<file path="src/rtl/fc_rx_framer.sv">
// Receive-side FC frame delineator: hunts SOF, strips SOF/EOF, emits content as Avalon-ST
// packets with CRC/length/code-error status and saturating good/bad frame counters.
module fc_rx_framer #(
  parameter int unsigned MAX_WORDS = 537,
  parameter int unsigned CNT_W     = 16
) (
  input  logic             clk,
  input  logic             reset_n,
  input  logic [31:0]      in_data,
  input  logic [3:0]       in_datak,
  input  logic             in_valid,
  input  logic             in_codeerr,
  output logic [31:0]      out_data,
  output logic             out_valid,
  input  logic             out_ready,
  output logic             out_startofpacket,
  output logic             out_endofpacket,
  output logic [2:0]       out_error,
  output logic [7:0]       out_sof_type,
  output logic [7:0]       out_eof_type,
  output logic [CNT_W-1:0] frames_ok,
  output logic [CNT_W-1:0] frames_bad
);

  localparam int unsigned     CntW    = $clog2(MAX_WORDS + 1);
  localparam logic [CntW-1:0] MaxCnt  = CntW'(MAX_WORDS);
  localparam logic [31:0]     CrcPoly = 32'h04C1_1DB7;
  localparam logic [31:0]     CrcInit = 32'hFFFF_FFFF;

  typedef enum logic [1:0] {StHunt, StFrame, StDiscard} state_e;

  function automatic logic [31:0] crc32_word(input logic [31:0] crc, input logic [31:0] data);
    logic [31:0] c;
    c = crc;
    for (int i = 31; i >= 0; i--) begin
      if (c[31] ^ data[i]) c = {c[30:0], 1'b0} ^ CrcPoly;
      else                 c = {c[30:0], 1'b0};
    end
    return c;
  endfunction

  state_e          r_state;
  logic [31:0]     r_crc;
  logic [31:0]     r_crc_prev;
  logic [31:0]     r_hold;
  logic            r_have_hold;
  logic            r_started;
  logic [CntW-1:0] r_cnt;
  logic            r_codeerr;
  logic [7:0]      r_sof_type;
  logic            r_nobeat;

  logic [31:0]     r_out_data;
  logic            r_out_valid;
  logic            r_out_sop;
  logic            r_out_eop;
  logic [2:0]      r_out_err;
  logic [7:0]      r_out_sof;
  logic [7:0]      r_out_eof;
  logic [CNT_W-1:0] r_frames_ok;
  logic [CNT_W-1:0] r_frames_bad;

  logic        w_os, w_sof, w_eof, w_data, w_drop, w_absorb;
  logic [2:0]  w_eof_err;
  logic        w_emit, w_eop, w_nobeat;
  logic [2:0]  w_err;
  logic [7:0]  w_eof_type;

  assign w_os   = (in_datak == 4'b1000) && (in_data[31:24] == 8'hBC);
  assign w_sof  = w_os && (in_data[23:16] == 8'hB5);
  assign w_eof  = w_os && ((in_data[23:16] == 8'h95) || (in_data[23:16] == 8'h8A));
  assign w_data = (in_datak == 4'b0000);
  // A non-eop beat refused by the sink poisons the rest of the packet.
  assign w_drop = r_out_valid && !out_ready && !r_out_eop;
  assign w_absorb = (r_state == StFrame) && in_valid && w_data && (r_cnt != MaxCnt) && !w_drop;
  assign w_eof_err = {r_codeerr | in_codeerr,
                      (r_cnt < CntW'(2)) | w_drop,
                      r_crc_prev != ~r_hold};

  always_comb begin
    w_emit     = 1'b0;
    w_eop      = 1'b0;
    w_nobeat   = 1'b0;
    w_err      = 3'b000;
    w_eof_type = 8'h00;
    if (r_state == StFrame) begin
      if (w_absorb) begin
        w_emit = r_have_hold;
      end else begin
        // Every other input closes the frame; only a real EOF carries its type and CRC check.
        w_emit   = r_have_hold;
        w_eop    = r_have_hold;
        w_nobeat = !r_have_hold;
        if (r_have_hold) begin
          if (in_valid && w_eof) begin
            w_err      = w_eof_err;
            w_eof_type = in_data[23:16];
          end else begin
            w_err = {r_codeerr, 1'b1, 1'b0};
          end
        end
      end
    end
  end

  always_ff @(posedge clk or negedge reset_n) begin
    if (!reset_n) begin
      r_state     <= StHunt;
      r_crc       <= CrcInit;
      r_crc_prev  <= CrcInit;
      r_hold      <= '0;
      r_have_hold <= 1'b0;
      r_started   <= 1'b0;
      r_cnt       <= '0;
      r_codeerr   <= 1'b0;
      r_sof_type  <= 8'h00;
      r_nobeat    <= 1'b0;
      r_out_data  <= '0;
      r_out_valid <= 1'b0;
      r_out_sop   <= 1'b0;
      r_out_eop   <= 1'b0;
      r_out_err   <= 3'b000;
      r_out_sof   <= 8'h00;
      r_out_eof   <= 8'h00;
    end else begin
      r_out_valid <= w_emit;
      r_out_sop   <= w_emit && !r_started;
      r_out_eop   <= w_eop;
      r_out_err   <= w_err;
      r_out_eof   <= w_eof_type;
      r_nobeat    <= w_nobeat;
      if (w_emit) begin
        r_out_data <= r_hold;
        r_out_sof  <= r_sof_type;
      end

      if (in_valid && w_sof) begin
        // SOF opens a new frame from any state (after the old one was closed above).
        r_state     <= StFrame;
        r_sof_type  <= in_data[23:16];
        r_crc       <= CrcInit;
        r_crc_prev  <= CrcInit;
        r_have_hold <= 1'b0;
        r_started   <= 1'b0;
        r_cnt       <= '0;
        r_codeerr   <= in_codeerr;
      end else begin
        case (r_state)
          StFrame: begin
            if (w_absorb) begin
              r_crc_prev  <= r_crc;
              r_crc       <= crc32_word(r_crc, in_data);
              r_hold      <= in_data;
              r_have_hold <= 1'b1;
              r_started   <= r_started | r_have_hold;
              r_cnt       <= r_cnt + CntW'(1);
              r_codeerr   <= r_codeerr | in_codeerr;
            end else if (in_valid && w_data) begin
              r_state <= StDiscard;
            end else begin
              r_state <= StHunt;
            end
          end
          StDiscard: begin
            if (in_valid && w_eof) r_state <= StHunt;
          end
          default: r_state <= StHunt;
        endcase
      end
    end
  end

  logic             w_closed, w_ok_inc, w_bad_inc;
  logic [CNT_W:0]   w_ok_sum, w_bad_sum;

  // A closed packet counts as good only if its eop beat was error-free and accepted.
  assign w_closed  = r_out_valid && r_out_eop;
  assign w_ok_inc  = w_closed && out_ready && (r_out_err == 3'b000);
  assign w_bad_inc = w_closed && !w_ok_inc;
  assign w_ok_sum  = {1'b0, r_frames_ok} + (CNT_W + 1)'(w_ok_inc);
  assign w_bad_sum = {1'b0, r_frames_bad} + (CNT_W + 1)'(w_bad_inc) + (CNT_W + 1)'(r_nobeat);

  always_ff @(posedge clk or negedge reset_n) begin
    if (!reset_n) begin
      r_frames_ok  <= '0;
      r_frames_bad <= '0;
    end else begin
      r_frames_ok  <= w_ok_sum[CNT_W]  ? '1 : w_ok_sum[CNT_W-1:0];
      r_frames_bad <= w_bad_sum[CNT_W] ? '1 : w_bad_sum[CNT_W-1:0];
    end
  end

  assign out_data          = r_out_data;
  assign out_valid         = r_out_valid;
  assign out_startofpacket = r_out_sop;
  assign out_endofpacket   = r_out_eop;
  assign out_error         = r_out_err;
  assign out_sof_type      = r_out_sof;
  assign out_eof_type      = r_out_eof;
  assign frames_ok         = r_frames_ok;
  assign frames_bad        = r_frames_bad;

endmodule
</file>
<file path="config.mk">
export PLATFORM = sky130hd
export DESIGN_NAME = fc_rx_framer
export DESIGN_NICKNAME = d
export VERILOG_FILES = /design/src/rtl/fc_rx_framer.sv
export SDC_FILE = /design/constraint.sdc
export NUM_CORES = 1
export LEC_CHECK = 0
export CORE_MARGIN = 2
export CORE_UTILIZATION = 40
export CTS_BUF_LIST = sky130_fd_sc_hd__clkbuf_16
export CTS_CLUSTER_SIZE = 28
export DETAILED_ROUTE_END_ITERATION = 10
export HOLD_SLACK_MARGIN = 0.02
export PLACE_DENSITY = 0.63
export REMOVE_ABC_BUFFERS = 1
export SYNTH_ARGS = -nofsm -noshare
export SYNTH_HDL_FRONTEND = slang
export SYNTH_SLANG_ARGS = --single-unit
</file>
<file path="constraint.sdc">
create_clock -name clk -period 5.74 [get_ports clk]
set_input_delay 1.435 -clock clk [delete_from_list [all_inputs] [get_ports clk]]
set_output_delay 1.435 -clock clk [all_outputs]
set_load 0.01 [all_outputs]
</file>
Word-level counts from Yosys, hierarchy flattened
Cells that the tools add are included.

Bits in registers: 206. Bits of input ports: 41. Output and inout port bits: 86. Word-level logic and storage cells: 298.

$add $sub $neg: 4. $lt $le $gt $ge: 1. Eq/ne operators: 11. Mux-type cells: 163. Bitwise operators: 69. Reductions and logical operators: 31.

Operators by type and width (number): $mux 32 (99); $mux 27 (32); $not 14->14 (32); $add 16x1->17 (2); $eq 8x8->1 const B (4); $mux 16 (2); $mux 8 (4); $ne 32x32->1 (1); $not 32->32 (1); $xor 1x1->1 (32); $mux 10 (3); $add 17x1->17 (1); $logic_and 1x1->1 (17); $mux 1 (14); $mux 3 (4); $add 10x1->10 const B (1); $lt 10x2->1 const B (1); $ne 10x10->1 const B (1); $mux 2 (4); $logic_not 1->1 (6); $eq 4x4->1 const B (1); $logic_not 4->1 (1); $pmux 2 s2 (1); $reduce_and 2->1 (2); 10 further kinds (13).

Depth between registers and ports, before layout
Gate-level depths: netlist of the first run.

Depth in word-level cells: 163. Gate-level depth with buffers: 13. Gate-level depth less buffers: 13.

Least setup slack after synthesis of the first run
Ideal clock, no wire load.

Path type: in2reg. Start point: input in_data[27]. End point: register r_crc[5]. Library setup time: 0.073 ns. Data arrival time: 4.732 ns. Required time: 5.667 ns. Slack: 0.935 ns. Stages on the path: 10. Cells stage by stage: xnor2_2 -> xor3_2 -> xnor3_2 -> xnor3_2 -> xnor3_2 -> xnor3_1 -> buf_6 -> xnor3_2 -> xor2_1 -> a21oi_1.

Longest elaborated chain between the ends: 119.

RTL lines: start, declared (RTL line 9) `input logic [31:0] in_data,`; $xor 1x1->1 (RTL line 36) `if (c[31] ^ data[i]) c = {c[30:0], 1'b0} ^ CrcPoly;`; $mux 27 (RTL line 36); $mux 32 (RTL line 150) `if (w_absorb) begin`; $mux 32 (RTL line 148) `case (r_state)`; $mux 32 (RTL line 137) `if (in_valid && w_sof) begin`; $not 14->14 (no line); $mux 27 (RTL line 36); $mux 32 (RTL line 150); [... 103 more ...]; $mux 32 (RTL line 150); $mux 32 (RTL line 148); $mux 32 (RTL line 137); $not 14->14 (no line); $mux 27 (RTL line 36); $mux 32 (RTL line 150); $mux 32 (RTL line 148); $mux 32 (RTL line 137); end signal, assigned (RTL line 109) `r_crc <= CrcInit;`; end signal, assigned (RTL line 141) `r_crc <= CrcInit;`; end signal, assigned (RTL line 152) `r_crc <= crc32_word(r_crc, in_data);`; end, declared (RTL line 43) `logic [31:0] r_crc;`.

Parallel ways exist; a longest one is shown, timed or not. The select of a mux whose other input is x is not followed. A chain may end at the register's enable or synchronous reset.

Worst setup path in the final report of the first run
Start point: input in_data[21]. End point: register r_crc[12].

Longest elaborated chain between the ends: 95.

RTL lines (RTL line): $xor 1x1->1 (36); $mux 27 (36); $mux 32 (150); $mux 32 (148); $mux 32 (137); $mux 27 / $not 14->14 (equally long branches); $mux 32 / $mux 27 (equally long branches) (150, 36); $mux 32 (on tied branches) (148, 150); [... 79 more ...]; $mux 32 (150); $mux 32 (148); $mux 32 (137); $not 14->14 (no line); $mux 27 (36); $mux 32 (150); $mux 32 (148); $mux 32 (137).

Parallel ways exist; a longest one is shown, timed or not. The select of a mux whose other input is x is not followed.

==> results of run 1 <==
sequential cells by signal (all words and copies together) (netlist names):
register	flops
r_codeerr	1
frames_ok	16
out_valid	1
out_sof_type	8
r_crc	32
out_eof_type	8
r_cnt	10
r_nobeat	1
frames_bad	16
out_data	32
r_hold	32
r_state	2
r_crc_prev	32
r_sof_type	8
out_startofpacket	1
r_have_hold	1
out_error	3
out_endofpacket	1
r_started	1
per-stage QoR:
stage                     area, sq um  power, W  TNS, ps
after floorplan                 11340  0.005733   -31520
after global placement          13490  0.007014        0
after detailed placement        13490  0.006995        0
after CTS                       14240  0.008524        0
after global routing            14240  0.008933        0
final                           14240  0.008471        0
cell usage after synthesis, types with 2 or more instances:
cell type                  instances
sky130_fd_sc_hd__o21a_1            2
sky130_fd_sc_hd__nor4b_1           2
sky130_fd_sc_hd__a22o_1            2
sky130_fd_sc_hd__buf_1             6
sky130_fd_sc_hd__nand4_1          20
sky130_fd_sc_hd__mux2_2           41
sky130_fd_sc_hd__nor2b_1           6
sky130_fd_sc_hd__o22ai_1           2
sky130_fd_sc_hd__xnor2_4           2
sky130_fd_sc_hd__xnor2_1         176
sky130_fd_sc_hd__xor3_1            4
sky130_fd_sc_hd__ha_1              5
sky130_fd_sc_hd__xnor3_2           7
sky130_fd_sc_hd__nand2_1         136
sky130_fd_sc_hd__nand2b_1          9
sky130_fd_sc_hd__or3_1             2
sky130_fd_sc_hd__dfrtp_1         142
sky130_fd_sc_hd__nor2_1           49
sky130_fd_sc_hd__and2_1            7
sky130_fd_sc_hd__a41oi_1           2
sky130_fd_sc_hd__buf_6             2
sky130_fd_sc_hd__o21ai_0          14
sky130_fd_sc_hd__dfstp_2          64
sky130_fd_sc_hd__xor2_2            3
sky130_fd_sc_hd__nor4_1            4
sky130_fd_sc_hd__a21oi_1          33
sky130_fd_sc_hd__a31oi_1           3
sky130_fd_sc_hd__xnor3_4           2
sky130_fd_sc_hd__xnor3_1          31
sky130_fd_sc_hd__xor2_1           88
sky130_fd_sc_hd__and4_1            2
sky130_fd_sc_hd__inv_1             7
sky130_fd_sc_hd__a21boi_0          2
sky130_fd_sc_hd__nand3_1           7
sky130_fd_sc_hd__xnor2_2           7
sky130_fd_sc_hd__and3_1           15
sky130_fd_sc_hd__clkbuf_1         25
sky130_fd_sc_hd__nor3_1            2
sky130_fd_sc_hd__o22a_1           36
kinds of logic after synthesis:
logic type,count (synthesis)
adders and majority gates,6
other,1
xor gates and xnor gates,322
muxes,42
buffers and inverters,40
AOI/OAI and AO/OA,102
and+or+nand+nor,269
DFF,206
path summary, 6_finish.rpt:
check	from	to	slack, ps
setup / recovery	in_data[21]	r_crc[12]$_DFFE_PN1P_	610
hold / removal	r_started$_DFFE_PN0P_	out_startofpacket$_DFF_PN0_	440
setup reg to reg	r_crc[21]$_DFFE_PN1P_	r_crc[12]$_DFFE_PN1P_	1620
hold reg to reg	r_started$_DFFE_PN0P_	out_startofpacket$_DFF_PN0_	440
max in group asynchronous	reset_n	out_data[6]$_DFFE_PN0P_	3680
min in group asynchronous	reset_n	frames_ok[12]$_DFF_PN0_	960
final cells by class:
type / instances / area (sq um)
Clock inverter: 19 / 123.9
Timing Repair Buffer: 173 / 1643
Fill cell: 2572 / 14230
Multi-Input combinational cell: 743 / 6102
Clock buffer: 25 / 625.6
Tap cell: 384 / 480.5
Inverter: 7 / 26.28
Sequential cell: 206 / 5235
per-layer routing:
layer | track usage | vias up | share of wire
met5 | 0 | - | 0
li1 | - | 3655 | -
met3 | 0.02632 | 31 | 0.045
met4 | 0.03814 | 0 | 0.015
met1 | 0.2723 | 3826 | 0.46
met2 | 0.3323 | 182 | 0.48
layout by cell type, fill, tap and decap left out, types with 7 or more instances in the layout:
cell / Yosys / routed
sky130_fd_sc_hd__xnor2_1: 176 / 176
sky130_fd_sc_hd__inv_1: 7 / 12
sky130_fd_sc_hd__nand2b_1: 9 / 9
sky130_fd_sc_hd__dfrtp_1: 142 / 142
sky130_fd_sc_hd__xnor3_2: 7 / 7
sky130_fd_sc_hd__xnor3_1: 31 / 31
sky130_fd_sc_hd__and3_1: 15 / 15
sky130_fd_sc_hd__xor2_1: 88 / 88
sky130_fd_sc_hd__clkbuf_16: 0 / 25
sky130_fd_sc_hd__o22a_1: 36 / 36
sky130_fd_sc_hd__dfstp_2: 64 / 64
sky130_fd_sc_hd__nand4_1: 20 / 20
sky130_fd_sc_hd__buf_4: 0 / 45
sky130_fd_sc_hd__nand3_1: 7 / 7
sky130_fd_sc_hd__mux2_2: 41 / 41
sky130_fd_sc_hd__and2_1: 7 / 7
sky130_fd_sc_hd__clkdlybuf4s50_1: 0 / 125
sky130_fd_sc_hd__nand2_1: 136 / 134
sky130_fd_sc_hd__clkinv_2: 0 / 8
sky130_fd_sc_hd__a21oi_1: 33 / 33
sky130_fd_sc_hd__xnor2_2: 7 / 7
sky130_fd_sc_hd__o21ai_0: 14 / 14
sky130_fd_sc_hd__nor2_1: 49 / 49
where the power goes:
part | switching, W | internal, W | total, W | leakage (nW)
logic | 0.00267 | 0.00290 | 0.00557 | 3.65
registers | 0.000000591 | 0.00146 | 0.00146 | 2.62
clock network | 0.000610 | 0.000835 | 0.00144 | 0.387
==> impl_summary.md, run 1 <==
Finish
Of the cells placed in the final design, the portion with a size suffix greater than 1 is 0.1893. The net count reported at finish is ~1200. The layout overhead on the synthesized area is 24.01%.

The post-layout instance count excluding filler cells is ~1600. The diode insertion count for antenna repair is 0. The core occupancy in the finished layout is 0.5000.

Timing
The number of endpoints with negative hold slack in the final report is 0. The final worst setup slack is between 600 and 700 ps. In this run the tightest slew margin relative to its limit is 0.4038. The final critical delay including setup and external delays is roughly 5100 ps. The share of the clock period used by the worst path is 0.8932.

For the pin with the worst max-slew slack, the measured transition is a little under 900 ps. Clock skew on the completed layout was measured at roughly 11 ps. The max-slew violation count is 0.

Timing would allow up to slightly below 200 MHz. Setup repair after global routing left no endpoint under its margin. The worst hold margin is 443.7 ps. Setup violations remaining at the end of the flow were counted as 0.

GRT
The via count of the first global-routing pass is approximately 8000. Summed over all layers, the global routing overflow is 0. The first-pass GRT wire length is 46490 microns.

The pin count of the biggest net entering global routing is about 120. The total global routing track utilization is 0.1965. The initial antenna violation count is 0.

Pwr
In this run the static leakage power is between 6 and 7 nW. VDD sags by at most approximately 0.62 mV. The cell area power density is slightly below 600 mW/mm^2.

Clocking
For this design, the CTS-stage hold fixing added 0 buffers. No sink is reached through more buffers than the 3 on the longest clock path. The TritonCTS clock tree is built. The number of CTS-inserted buffers is 24.

Counting every sink on the clock net gives between 200 and 250. The total number of H-tree levels is 1. The clock latency on the worst-skew pair is just over 500 ps.

Clock-pin slew was measured on the worst setup and hold paths at approximately 60 ps. The cell chosen for the clock root is sky130_fd_sc_hd__clkbuf_16. The count of cells resized by post-cts repair is 0.

The buffers inserted during post-CTS setup optimization is 0.

Setup path
The maximum fanout count along the critical path is 5. The critical path capture point type is a register. In this design, the stage delay of the slowest critical-path cell is approximately 630 ps. The worst setup path is of the input pin to register kind.

Broken down by cell family, the worst path's largest delay share belongs to XOR/XNOR gates. On the critical path, the stage with the largest delay is an instance of sky130_fd_sc_hd__clkdlybuf4s50_1. The critical path runs through a total of 11 cells. Counting cells, the worst reg-to-reg path comes to 10. Traced cell by cell, the critical path runs through clkdlybuf4s50_1 > xor2_2 > xnor3_4 > xnor2_4 > xnor3_2 > xnor3_2 > xnor3_1 > buf_4 > xor2_4 > xnor3_1 > o22a_1. The required time reported for the critical path endpoint is just over 6000 ps. Counting both buffers and inverters, the worst setup path holds a total of 2. STA classifies the critical path startpoint as an input pin. The data arrival time of the critical path is ~5600 ps.

Synth
After synthesis, the largest family of logic cells by area is XOR/XNOR gates. The number of warnings printed during yosys synthesis is 0. Counting flops and latches in the post-synthesis netlist gives about 200. By area the synthesized netlist is led by sky130_fd_sc_hd__dfrtp_1 31%, sky130_fd_sc_hd__dfstp_2 15%, sky130_fd_sc_hd__xnor2_1 13%. The dominant cell type by area after synthesis is sky130_fd_sc_hd__dfrtp_1. The number of enable flip-flop cells after synthesis is 0. The area share of fa/ha/maj cells after synthesis is 0.007193. The portion of synthesized area spent on multiplexers is 0.04109. The synthesized netlist contains 58 unique library cells. The share of synthesized registers carrying an async set or reset is 1.000. The sequential-to-total area share from yosys stat is 0.4560.

The area fraction in and, or, nand and nor cells after synthesis is 0.1075. A synthesized cell averages ~12 sq um. The share of synthesized area in the top cell type comes to 0.3095. The complex-gate fraction of the synthesized area is 0.06038. The cell area after synthesis is roughly 0.011 sq mm. Among all flip-flop cells after synthesis, the most frequent one is sky130_fd_sc_hd__dfrtp_1. Of the total synthesized cell area, the portion taken by XOR and XNOR cells is 0.3131.

Synthesis produced 988 cells.

Place
At the end of routability-driven placement, the weighted congestion stood at around 0.93. The worst setup slack before clock tree synthesis is approximately 110 ps. Including well taps, the total number of placed cells is 1513. The final HPWL from detailed placement is around 21000 microns. The number of I/O port buffers is about 130.

Routing
In the routed design, unresolved DRC markers number 0. Using the TritonRoute via totals, the vias-per-cell ratio works out to approximately 5. The final antenna-violating net count is 0. The average detailed-routed wire length per instance is ~19 microns. After detailed routing, the total wire length is around 30000 microns. The initial DRC count is around 400.

The pre-antenna-repair detailed-routing pass consisted of 5 iterations. The routed layout has 7694 vias.

Hold path
The number of stages on the worst hold path is 1. The worst min-delay path category is register to register.

Die
The number of standard-cell rows in the floorplan is 62. The floorplan die area is around 0.030 sq mm. In this run the standard cell core region covers between 0.02 and 0.03 sq mm. From bottom edge to top edge, the die measures 173.4 microns.

The number of top-level design ports is about 130. For this configuration, the core starts out at a cell density of 0.4032. Measured along the x axis, the die boundary spans around 170 microns.

Flow run
Across the run, the number of max-cap violations was 0.

Status
The run finished with clean final reports.
Note: power is estimated with default switching activity, not from simulation.
==> inputs of run 2 (changes only) <==
GPL_ROUTABILITY_DRIVEN = 0   (was default)
==> impl_summary.md, run 2 (synthesized netlist as in run 1, its figures left out) <==
Clocking
Clock-pin slew was measured on the worst setup and hold paths at roughly 60 ps. The number of sinks handled by clock tree synthesis is between 200 and 250. In this run, post-CTS repair resized a total of 0 instances.

The longest clock path from root to sink contains 3 buffers. In this run, post-CTS hold repair placed 0 buffers. The total number of H-tree levels is 1. CTS placed an instance of sky130_fd_sc_hd__clkbuf_16 at the clock tree root. The later pin in the worst-skew pair is clocked with a latency of 520 ps.

The buffers inserted during post-CTS setup optimization is 0. The number of CTS-inserted buffers is 24. TritonCTS built the clock tree.

Die
The floorplan die area is approximately 0.030 sq mm. The number of standard-cell rows in the floorplan is slightly above 60. The die boundary height is between 150 and 200 microns.

Pin placement for this block handled roughly 130 I/O pins. The floorplan step defined a core boundary enclosing between 0.02 and 0.03 sq mm. In this run the horizontal extent of the chip is 173.4 microns. The starting density of the core is 0.4032.

Timing
The number of endpoints with negative hold slack in the final report is 0. Setup repair after global routing left no endpoint under its margin. Of the available clock period, the critical path in the final layout requires 0.8835.

The max-slew violation count is 0. The worst slew margin relative to its limit is 0.3359. The worst setup skew after layout is between 10 and 15 ps. The number of failing setup endpoints in the final timing report is 0.

The highest clock frequency the design can meet is approximately 200 MHz. Subtracting the final worst setup slack from the clock period gives 5071 ps. The pin slew with the least headroom to its limit is 996.2 ps.

Pwr
Power spread over the standard cell area amounts to approximately 600 mW/mm^2. Summed over all cells, the static leakage comes to around 6.7 nW. The worst-case vdd ir drop is ~0.68 mV. The power after layout is approximately 0.0084 W.

Flow run
The max-capacitance violation count is 0.

Routing
The final antenna-violating net count is 0. After the first detailed-routing iteration, the DRC count stood at around 360. The detailed router placed 7611 vias in this run.

The aggregate routed wire length is 28320 microns. The residual DRC count is 0. Dividing the detail-routed via count by the number of cells gives just under 5.

Before antenna repair, the detailed router went through 5 iterations. In the final routed layout, each cell accounts on average for between 15 and 20 microns.

GRT
Entering global routing, the biggest net connects around 120 pins. For this run, the total global-route usage over all layers was measured as 0.1907. The initial antenna violation count came to 0. The via count of the first global-routing pass is between 7000 and 8000. The overflow left after global routing is 0. The first global-routing pass estimated approximately 45000 microns of wire.

Finish
Of the cells placed in the final design, the portion with a size suffix greater than 1 is 0.1834. The finished cells cover 0.01420 sq mm. The library cell used most frequently in the layout, excluding fill and tap cells, is sky130_fd_sc_hd__xnor2_1. The number of filler instances in the final layout is around 2500. The post-layout instance count excluding filler cells is around 1600.

The top cell types in the final layout, fill and taps aside, are 176 x sky130_fd_sc_hd__xnor2_1, 142 x sky130_fd_sc_hd__dfrtp_1, 134 x sky130_fd_sc_hd__nand2_1, 125 x sky130_fd_sc_hd__clkdlybuf4s50_1, 88 x sky130_fd_sc_hd__xor2_1. The multi-input gate area in the final layout is ~0.006 sq mm. The net count of the finished layout is between 1000 and 1500. 0 antenna diodes ended up in the layout. The area occupied by registers is 0.005235 sq mm. The layout overhead on the synthesized area is 23.67%.

At the end of the flow the core is filled with cells to 0.4987.

Setup path
The data arrival time of the critical path is 5520 ps. STA classifies the critical path endpoint as a register. STA classifies the critical path startpoint as an input pin. By startpoint and endpoint, the worst setup path is classified as input pin to register. Data on the critical path is required at its endpoint by 6190 ps. In this run the register-to-register setup slack is between 1500 and 2000 ps. Of all nets on the critical path, the largest fanout is 6.

Place
The number of I/O port buffers is 126. The cell count after placement is about 1500. After legalization and detailed placement, the total HPWL measured between 20000 and 25000 microns. After detailed placement, the total cell area comes to around 0.013 sq mm.

Hold path
The worst min-delay path category is register to register.

Status
The run finished with clean final reports.
[run 2: cell types whose count changed in the layout (fill, tap and decap cells not counted), sizes merged]
cell	previous run	this run
clkinvlp	3	0
buf	47	46
inv	13	16
[run 2: metal layers]
layer  share of wire  routed length [microns]  up-vias  track usage
met3           0.059                     1683       42      0.03070
met5               0                        0        -            0
met1            0.46                    12910     3720       0.2618
met4           0.023                      651        0      0.05473
met2            0.46                    13070      205       0.3130
li1                -                        -     3644            -
[run 2: final cells by class]
class,instances,area share
timing repair buffer,172,0.1143
sequential,206,0.3687
tap,384,0.03384
clock inverter,19,0.007403
inverter,7,0.001851
clock buffer,25,0.04406
multi-input combinational,743,0.4298
[run 2: final timing paths]
check	from	to	depth (start not counted)
max in group asynchronous	reset_n	r_crc[0]$_DFFE_PN1P_	2
worst max register to register	r_crc[21]$_DFFE_PN1P_	r_crc[12]$_DFFE_PN1P_	10
worst min-delay path	r_started$_DFFE_PN0P_	out_startofpacket$_DFF_PN0_	1
min in group asynchronous	reset_n	frames_ok[10]$_DFF_PN0_	1
worst max-delay path	in_data[30]	r_crc[14]$_DFFE_PN1P_	10
worst min register to register	r_started$_DFFE_PN0P_	out_startofpacket$_DFF_PN0_	1
[run 2: stage by stage]
stage | hold slack [ps] | setup slack, ps | setup TNS, ps
floorplan | 404.2 | -1124 | -31520
global placement | 444.2 | 153.6 | 0
detailed placement | 457.2 | 195.4 | 0
CTS | 466.1 | 719.3 | 0
global route | 470.3 | 555.9 | 0
finish | 452.6 | 668.9 | 0
[run 2: power by group]
part	total (W)	leakage, nW	internal [W]	switching, W
sequential	0.00146	2.62	0.00146	0.000000549
combinational	0.00550	3.64	0.00286	0.00264
clock	0.00141	0.398	0.000825	0.000588
total	0.00837	6.66	0.00514	0.00323
[run 2: worst max-delay path, stage by stage]
cell,delay [ps]
sky130_fd_sc_hd__clkdlybuf4s50_1,540
sky130_fd_sc_hd__xnor2_1,590
sky130_fd_sc_hd__xnor3_1,500
sky130_fd_sc_hd__xnor3_1,410
sky130_fd_sc_hd__xor2_1,290
sky130_fd_sc_hd__xnor3_2,610
sky130_fd_sc_hd__xor2_1,400
sky130_fd_sc_hd__xnor3_1,410
sky130_fd_sc_hd__xor2_1,170
sky130_fd_sc_hd__a21oi_1,160
==> inputs of run 3 (changes only) <==
ABC_AREA = 1   (was default)
PLACE_DENSITY = 0.62   (was 0.63)
==> impl_summary.md, run 3 <==
Status
The flow ran to the end, and the final reports show no timing, DRC or antenna violations.

Clocking
Buffers inserted during clock tree synthesis total 22. The clock drives between 200 and 250 sinks. The clock latency on the worst-skew pair is 510 ps. The TritonCTS clock tree is built. The maximum clock path buffer count is 3.

Buffers added to address setup during post-CTS repair amount to 0. In this run, post-CTS hold repair placed 0 buffers. The total number of H-tree levels is 1.

The cell chosen for the clock root is sky130_fd_sc_hd__clkbuf_16. Post-CTS repair changed the size of 0 cells. After clock tree synthesis, the clock-pin slew on the worst setup and hold paths is about 60 ps.

Setup path
The length in cells of the worst reg-to-reg path is 24. The largest single stage delay on the critical path is roughly 580 ps. The startpoint type of the worst setup path is an input pin. At the worst endpoint, the required time is just over 6000 ps. The worst setup path is of the input pin to register kind. Along the worst path, the maximum fanout reaches 14. The data arrival time of the critical path is 5440 ps. The most used cell along the critical path is sky130_fd_sc_hd__nand2_1. The slowest stage cell on the critical path is sky130_fd_sc_hd__clkdlybuf4s50_1.

The critical path capture point type is a register.

Timing
Across the routed clock network, the largest skew measured is 9.368 ps. The number of failing setup endpoints in the final timing report is 0. Of the available clock period, the critical path in the final layout requires 0.8703. Based on the critical path, the design can be clocked at up to between 200 and 250 MHz. The max-slew violation count is 0. Headroom to the max-slew limit came out at 0.2770. Setup repair after global routing left no endpoint under its margin. The final worst setup slack is ~740 ps. Final hold analysis gives a worst-case slack of around 430 ps. The number of endpoints with negative hold slack in the final report is 0.

The clock period could shrink to 4996 ps. The pin slew with the least headroom to its limit is ~1100 ps.

Synth
The cell area after synthesis is between 0.01 and 0.015 sq mm. Sorting the synthesized cells by how often they occur yields 760 x sky130_fd_sc_hd__nand2_1, 234 x sky130_fd_sc_hd__inv_1, 183 x sky130_fd_sc_hd__nand3_1. The complex-gate fraction of the synthesized area is 0.05620. The xor/xnor cell area share of the yosys netlist is 0.09980. The synthesized design contains 206 register bits.

Of the synthesized area, sequential elements account for 0.3793. Yosys printed 0 warnings. In this run, synthesis inferred 0 flip-flops with an integrated enable. The area fraction in and, or, nand and nor cells after synthesis is 0.3733. By area, the combinational part of the netlist is dominated by simple AND/OR/NAND/NOR gates. The library cell with the highest instance count after synthesis is sky130_fd_sc_hd__nand2_1. The count of cell types in the netlist is 50. The average instance area after synthesis is ~7.0 sq um.

The fraction of post-synthesis cell area in the top cell type by area is 0.2574. The multiplexer share of the synthesized area is 0. Among all flip-flop cells after synthesis, the most frequent one is sky130_fd_sc_hd__dfrtp_1.

In the synthesized netlist, the number of instances is about 2000. The synthesized design spends more area on one cell type than any other, namely sky130_fd_sc_hd__dfrtp_1. For this run, asynchronously set or reset flops after synthesis account for 1.000. Ranked by total cell area, the synthesized netlist is headed by sky130_fd_sc_hd__dfrtp_1 26%, sky130_fd_sc_hd__nand2_1 21%, sky130_fd_sc_hd__dfstp_2 12%. The area share of fa/ha/maj cells after synthesis is 0.005983.

Hold path
Along the worst hold path, the cell count comes to 1. The worst min-delay path category is register to register.

Place
Prior to clock tree synthesis, the placed netlist has a worst setup slack of approximately 380 ps. The number of placed instances, taps included, is ~2500. The number of I/O port buffers is 126. Summing all placed instances gives a cell area of about 0.016 sq mm. The final HPWL from detailed placement is between 30000 and 40000 microns.

Die
The die boundary height is between 150 and 200 microns. The initial utilization of the core area, before any placement, comes to 0.4026. The floorplan step set the die width to 189.8 microns.

The area inside the core boundary is between 0.03 and 0.04 sq mm. The number of standard-cell rows in the floorplan is between 60 and 70. The number of top-level design ports is roughly 130. The floorplan step defined a die boundary enclosing ~0.036 sq mm.

Routing
The number of iterations in the first detailed-routing pass is 5. For this block, the initial DRC count from the detailed router was approximately 1200. The routed via count is ~13000. In the routed design, unresolved DRC markers number 0.

In the routed layout, each cell is associated on average with a via count of around 5.1. The final antenna-violating net count is 0. Wires add up to between 40000 and 50000 microns. Dividing the detail-routed wire length by the instance count gives between 15 and 20 microns.

GRT
The initial antenna violation count came to 0. The via count of the first global-routing pass is ~13000. The overflow left after global routing is 0. The pin count of the biggest net entering global routing is around 110.

The first global-routing pass estimated a little under 70000 microns of wire. Across every metal layer, demand over resource in global routing totals 0.2466.

Pwr
The share of power burned in combinational logic is 0.431. The share of power burned in registers is 0.283. Cell internal power was estimated by the tool at ~0.003 W. The switching power is around 0.0021 W.

For this design the ratio of total power to cell area is between 300 and 400 mW/mm^2. For this design the static power due to leakage is around 9 nW. VDD sags by at most 0.2206 mV.

The switching power as a share of total power is 0.4174. Of the total power, the clock network draws 0.287.

Finish
The share of final-layout standard cells stronger than drive strength 1 is 0.1273. The number of antenna diodes in the final layout is 0. The post-layout instance count excluding filler cells is about 2600.

Leaving out fill and tap cells, the most frequent cells in the layout are 759 x sky130_fd_sc_hd__nand2_1, 235 x sky130_fd_sc_hd__inv_1, 183 x sky130_fd_sc_hd__nand3_1, 142 x sky130_fd_sc_hd__dfrtp_1, 125 x sky130_fd_sc_hd__clkdlybuf4s50_1. The finished cells cover around 0.016 sq mm. The leading cell type in the layout, fill and taps excluded is sky130_fd_sc_hd__nand2_1. The core occupancy in the finished layout is 0.4764.

After the last flow step, the layout net total stands at roughly 2100. Relative to the synthesized area, the layout overhead comes to 18.33%.

Flow run
Max-cap violations in this run came to 0.
==> run 3: per-stage QoR <==
step,setup TNS (ps),total power (W)
after CTS,0,0.005143
after floorplan,-48550,0.003055
after global routing,0,0.005480
after detailed placement,0,0.003650
final,0,0.005150
after global placement,0,0.003624
==> run 3: path summary, 6_finish.rpt <==
path                                             from                          end  slack, ps
min in group asynchronous                     reset_n      frames_ok[10]$_DFF_PN0_       1010
worst min-delay path            r_started$_DFFE_PN0P_  out_startofpacket$_DFF_PN0_        430
worst max register to register  r_crc[30]$_DFFE_PN1P_         r_crc[9]$_DFFE_PN1P_       1720
max in group asynchronous                     reset_n     out_data[27]$_DFFE_PN0P_       3400
worst min register to register  r_started$_DFFE_PN0P_  out_startofpacket$_DFF_PN0_        430
worst max-delay path                      in_data[30]         r_crc[9]$_DFFE_PN1P_        740
==> run 3: power by group through the flow <==
| stage | clock [W] | combinational, W | sequential, W |
|---|---|---|---|
| after CTS | 0.00151 | 0.00218 | 0.00145 |
| after global routing | 0.00157 | 0.00246 | 0.00145 |
| after global placement | 0 | 0.00214 | 0.00148 |
| final | 0.00148 | 0.00222 | 0.00146 |
| after floorplan | 0 | 0.00157 | 0.00148 |
| after detailed placement | 0 | 0.00217 | 0.00148 |
==> run 3: worst max-delay path: cells and delay by family <==
family          cells  cell delay, ps
simple gates       19            2730
buf+inv             4             920
xor+xnor            1             260
compound gates      1             100
==> run 3: kinds of logic (layout without fill, tap and decap cells) <==
kind of cell	Yosys count	count (layout)
buffers and inverters	306	448
adders and majority gates	6	6
xor gates and xnor gates	153	153
and+or+nand+nor	1156	1156
DFF	206	206
other	1	2
AOI/OAI and AO/OA	134	134
==> run 3: layer usage <==
| layer | up-vias | wire length, microns | track usage |
|---|---|---|---|
| met1 | 6095 | 19380 | 0.3307 |
| met2 | 499 | 19880 | 0.4012 |
| met3 | 104 | 2797 | 0.03025 |
| met4 | 0 | 2173 | 0.1088 |
| met5 | - | 0 | 0 |
| li1 | 6378 | - | - |
==> run 3: cell type report <==
type                    instances  area, sq um
fillers                      3430        17950
clock inverters                17        168.9
flip-flops and latches        206         5235
well taps                     455        569.3
inverters                     269         1010
clock buffers                  23        575.6
repair buffers                139         1363
multi-input cells            1451         7412
